### src/rtl/key_led_sequencer.sv
// Single-button LED mode controller: synchronise and debounce an active-low key,
// step OFF -> ON -> BLINK_SLOW -> BLINK_FAST on each press, force OFF on a long hold.
module key_led_sequencer #(
    parameter int DEBOUNCE_CYCLES   = 500_000,
    parameter int SLOW_HALF         = 25_000_000,
    parameter int FAST_HALF         = 6_250_000,
    parameter int LONG_PRESS_CYCLES = 100_000_000
) (
    input  logic       clk,
    input  logic       kill,
    input  logic       key,
    output logic       led,
    output logic [1:0] mode,
    output logic       press_pulse,
    output logic       long_pulse
);

    localparam int HALF_MAX = (SLOW_HALF > FAST_HALF) ? SLOW_HALF : FAST_HALF;
    localparam int DW       = $clog2(DEBOUNCE_CYCLES);
    localparam int PW       = $clog2(HALF_MAX);
    localparam int LW       = $clog2(LONG_PRESS_CYCLES + 1);

    localparam logic [DW-1:0] DEB_LAST  = DW'(DEBOUNCE_CYCLES - 1);
    localparam logic [PW-1:0] SLOW_LAST = PW'(SLOW_HALF - 1);
    localparam logic [PW-1:0] FAST_LAST = PW'(FAST_HALF - 1);
    localparam logic [LW-1:0] LONG_LAST = LW'(LONG_PRESS_CYCLES - 1);
    localparam logic [LW-1:0] LONG_SAT  = LW'(LONG_PRESS_CYCLES);

    typedef enum logic [1:0] {
        OFF        = 2'd0,
        ON         = 2'd1,
        BLINK_SLOW = 2'd2,
        BLINK_FAST = 2'd3
    } state_t;

    state_t        state_q;
    state_t        state_d;
    logic          sync_a;
    logic          sync_b;
    logic          key_db;
    logic [DW-1:0] db_cnt;
    logic          db_flip;
    logic          press_acc;
    logic          release_acc;
    logic [LW-1:0] hold_cnt;
    logic          long_fire;
    logic          mode_event;
    logic [PW-1:0] half_last;
    logic [PW-1:0] phase_cnt;

    // Two-flop synchroniser; idles at the released level (1).
    always_ff @(posedge clk or posedge kill) begin
        if (kill) begin
            sync_a <= 1'b1;
            sync_b <= 1'b1;
        end else begin
            sync_a <= key;
            sync_b <= sync_a;
        end
    end

    // key_db follows the active-low pin: 1 = released, 0 = pressed.
    assign db_flip     = (sync_b != key_db) && (db_cnt == DEB_LAST);
    assign press_acc   = db_flip && key_db;
    assign release_acc = db_flip && !key_db;

    always_ff @(posedge clk or posedge kill) begin
        if (kill) begin
            key_db <= 1'b1;
            db_cnt <= '0;
        end else if (sync_b == key_db) begin
            db_cnt <= '0;
        end else if (db_cnt == DEB_LAST) begin
            key_db <= sync_b;
            db_cnt <= '0;
        end else begin
            db_cnt <= db_cnt + 1'b1;
        end
    end

    // Hold counter parks one past the trigger value so a held key fires only once.
    assign long_fire = !key_db && !release_acc && (hold_cnt == LONG_LAST);

    always_ff @(posedge clk or posedge kill) begin
        if (kill) begin
            hold_cnt <= '0;
        end else if (press_acc || release_acc) begin
            hold_cnt <= '0;
        end else if (!key_db && (hold_cnt != LONG_SAT)) begin
            hold_cnt <= hold_cnt + 1'b1;
        end
    end

    always_ff @(posedge clk or posedge kill) begin
        if (kill) state_q <= OFF;
        else      state_q <= state_d;
    end

    always_comb begin
        state_d = state_q;
        if (long_fire) begin
            state_d = OFF;
        end else if (press_acc) begin
            case (state_q)
                OFF:        state_d = ON;
                ON:         state_d = BLINK_SLOW;
                BLINK_SLOW: state_d = BLINK_FAST;
                default:    state_d = OFF;
            endcase
        end
    end

    always_comb begin
        mode       = state_q;
        mode_event = press_acc || long_fire;
        half_last  = (state_q == BLINK_SLOW) ? SLOW_LAST : FAST_LAST;
    end

    // Any mode event restarts the blink phase with the LED lit (unless going OFF).
    always_ff @(posedge clk or posedge kill) begin
        if (kill) begin
            led       <= 1'b0;
            phase_cnt <= '0;
        end else if (mode_event) begin
            led       <= (state_d != OFF);
            phase_cnt <= '0;
        end else begin
            case (state_q)
                OFF: led <= 1'b0;
                ON:  led <= 1'b1;
                default: begin
                    if (phase_cnt == half_last) begin
                        led       <= ~led;
                        phase_cnt <= '0;
                    end else begin
                        phase_cnt <= phase_cnt + 1'b1;
                    end
                end
            endcase
        end
    end

    always_ff @(posedge clk or posedge kill) begin
        if (kill) begin
            press_pulse <= 1'b0;
            long_pulse  <= 1'b0;
        end else begin
            press_pulse <= press_acc;
            long_pulse  <= long_fire;
        end
    end

endmodule
### config.mk
export PLATFORM = sky130hd
export DESIGN_NAME = key_led_sequencer
export DESIGN_NICKNAME = d
export VERILOG_FILES = /design/src/rtl/key_led_sequencer.sv
export SDC_FILE = /design/constraint.sdc
export NUM_CORES = 1
export LEC_CHECK = 0
export ABC_AREA = 1
export CAP_MARGIN = 20
export CORE_MARGIN = 2
export CORE_UTILIZATION = 25
export CTS_CLUSTER_SIZE = 30
export DETAILED_ROUTE_END_ITERATION = 6
export MAX_ROUTING_LAYER = met4
export SETUP_SLACK_MARGIN = 0.1
export SLEW_MARGIN = 20
export SYNTH_ARGS = -nofsm -noshare
export SYNTH_HDL_FRONTEND = slang
export SYNTH_SLANG_ARGS = --single-unit
export TNS_END_PERCENT = 1
### constraint.sdc
create_clock -name clk -period 2.95 [get_ports clk]
set_clock_uncertainty 0.15 [all_clocks]
set_input_delay 0.295 -clock clk [delete_from_list [all_inputs] [get_ports clk]]
set_output_delay 0.295 -clock clk [all_outputs]
set_load 0.01 [all_outputs]
==> results_dict.tcl <==
set metrics [dict create \
    gr-usage-all-layers_pct 12.1 \
    netlist_instances 720 \
    synth_async_sr_flop_share_pct 100 \
    internal_power_uw 1860 \
    clock-root-buffer "clkbuf_16" \
    synth_top_area_cell "dfrtp_1" \
    cts-hold-fix-buffers 0 \
    p_comb_share_pct 1.8 \
    critPathRequiredTime_ns 3.01 \
    io_pins 8 \
    crit_path_start_kind "flip-flop" \
    maxCapViolCount 0 \
    dp_hpwl_um 9110 \
    swShare_pct 20.2 \
    final.fill_count 2201 \
    worst_slew_pin_slew_ns 0.501 \
    routabilityCongestion 0.906 \
    reg2regPathDepth 11 \
    worstSkewPairLatency_ns 0.34 \
    final_max_slew_viol_count 0 \
    r2r_slack_ns 0.54 \
    vdd_drop_max_uv 278 \
    die-width_um 148 \
    route.detailed.drc 0 \
    finalSetupViolCount 0 \
    post-cts-setup-buffers 0 \
    max_freq_mhz 415 \
    critPathKind "flip-flop to flip-flop" \
    max_slew_margin_pct 66.5 \
    rsz0062_at_grt "false" \
    hold_path_class "primary input to async pin" \
    cts_max_level 3 \
    crit_path_max_fanout 19 \
    antenna_left 0 \
    firstDrtPassIters 5 \
    clk_pin_slew_ns 0.06 \
    die_area_mm2 0.0220 \
    mostFrequentLayoutCells "nand2_1 (173), nor2_1 (102), inv_1 (84), dfrtp_1 (76), nand3_1 (65)" \
    status "completed" \
    area_delta_synth_final_pct 12.4 \
    fin_nets 736 \
    clk_path_buf_depth 2 \
    n_antenna_cell 0 \
    avgSynthCellArea_um2 7.24 \
    drt-wirelength-per-cell_um 12.2 \
    grt_pass1_vias 4239 \
    vias 4468 \
    critical_path.endpoint_type "flip-flop" \
    cts_buffers 9 \
    synth_top_cell_area_share_pct 36.5 \
    syn_area_mm2 0.00521 \
    r2r-end "phase_cnt[18]$_DFFE_PP0P_" \
    drtIter0Drc 256 \
    synth_ff_type "dfrtp_1" \
    drive_gt1_share_pct 9.04 \
    ctsResizeCount 0 \
    synth_edf_count 0 \
    cts_num_sinks 79 \
    vias_per_cell 4.47 \
    hold_viol 0 \
    initial_core_util_pct 25.6 \
    seqPwrFrac_pct 47.0 \
    row_count 52 \
    p_per_area_mw_per_mm2 397 \
    grt_max_degree 65 \
    io_buffers 7 \
    coreArea_mm2 0.0204 \
    ys_warn_count 0 \
    place_area_mm2 0.00554 \
    clkPwrFrac_pct 51.2 \
    fin_crit_sh_pct 81.6 \
    synth_cell_types 38 \
    final_area_mm2 0.00586 \
    grt-ovfl-total 0 \
    reg2reg_from "mode[0]$_DFF_PP0_" \
    fin_tns_setup_ns 0 \
    finalCriticalPeriod_ns 2.41 \
    die_h_um 148 \
    final_common_cell "nand2_1" \
    antenna_found_initial 0 \
    cp.arrival_ns 2.47 \
    wirelength_um 12200 \
    cts_tree "yes" \
    leakagePower_uw 0.00240 \
    synth_seq_cells 79 \
    syn-num-nets 730 \
    synth_area_leaders "dfrtp_1 (36%), nand2_1 (12%), nor2_1 (7.3%)" \
    grt_pass1_wl_um 21100 \
    p_sw_uw 470 \
    seq_area_frac_synth_pct 38.0 \
]
[registers in the layout (all words and copies together), names as in the netlist, 2 cells and up]
| signal | cells |
|---|---|
| db_cnt | 19 |
| hold_cnt | 27 |
| mode | 2 |
| phase_cnt | 25 |
[synth_stat cells, types with 8 or more instances]
library cell,instances
nand2_1,173
nor2_1,102
inv_1,85
dfrtp_1,76
nand3_1,65
xor2_1,31
nand4_1,28
o21ai_0,21
o21ai_1,17
nor3_1,16
a21oi_1,13
xnor2_1,10
buf_2,9
o21ai_2,9
nand2_2,8
[how the worst max path moves through the flow]
stage	to	slack (ns)	startpoint	depth (start not counted)
floorplan	db_cnt[0]$_DFF_PP0_	0.49	kill	1
global placement	phase_cnt[18]$_DFFE_PP0P_	0.61	mode[0]$_DFF_PP0_	10
detailed placement	phase_cnt[10]$_DFFE_PP0P_	0.53	mode[0]$_DFF_PP0_	10
CTS	phase_cnt[18]$_DFFE_PP0P_	0.50	mode[0]$_DFF_PP0_	10
global route	phase_cnt[18]$_DFFE_PP0P_	0.28	mode[0]$_DFF_PP0_	11
finish	phase_cnt[18]$_DFFE_PP0P_	0.54	mode[0]$_DFF_PP0_	11
[worst max-delay path, cell delays in order (launching register included)]
cell	delay, ns
dfrtp_1	0.42
inv_1	0.10
ha_1	0.44
inv_4	0.09
nand2_1	0.08
nand2_1	0.05
nor2_1	0.12
nand3_1	0.10
nor2_2	0.17
nand2_2	0.13
nand4_4	0.29
o21ai_0	0.13
[layer usage]
layer	track usage [%]	up-vias	routed length, um	part of all wire, %
met4	4.57	0	222	1.8
met2	17.6	69	5260	43
met1	17.0	2058	6390	52
met5	-	-	0	0
li1	-	2325	-	-
met3	1.99	16	373	3.0
[metrics by stage]
stage	worst slack (ns)	std cells	power, uW	utilization, %	hold slack, ns
2_1_floorplan	0.487	720	1140	-	0.149
3_3_place_gp	0.609	985	1160	27.2	0.199
3_5_place_dp	0.533	985	1160	27.2	0.198
4_1_cts	0.495	1000	2360	28.8	0.0913
5_1_grt	0.280	1000	2420	28.8	0.109
6_report	0.542	1000	2330	28.8	0.0819
[cells by family (layout without fill, tap and decap cells)]
logic type / after synthesis / after routing / share of synthesized area (%)
flip-flops: 79 / 79 / 38.0
adder cells (fa/ha/maj): 7 / 7 / 1.68
buffers and inverters: 104 / 114 / 8.69
AND/OR/NAND/NOR: 424 / 424 / 37.4
XOR/XNOR: 42 / 42 / 7.20
AO/OA/AOI/OAI: 64 / 64 / 6.99
[final cells by class]
| type | count | area (um^2) | share of cell area (%) |
|---|---|---|---|
| inverters | 88 | 334 | 5.71 |
| multi-input cells | 537 | 2780 | 47.4 |
| repair buffers | 11 | 113 | 1.92 |
| clock buffers | 11 | 243 | 4.15 |
| clock inverters | 4 | 70.1 | 1.20 |
| flip-flops and latches | 79 | 1980 | 33.8 |
| well taps | 270 | 338 | 5.77 |
[power groups by stage]
stage | clock network, uW | logic [uW] | registers [uW]
after floorplan | 0 | 28.3 | 1110
after global placement | 0 | 45.3 | 1110
after detailed placement | 0 | 45.8 | 1110
after CTS | 1230 | 45.9 | 1090
after global routing | 1270 | 51.8 | 1090
final | 1190 | 42.9 | 1090
No activity file was read; power rests on OpenSTA's default activity.
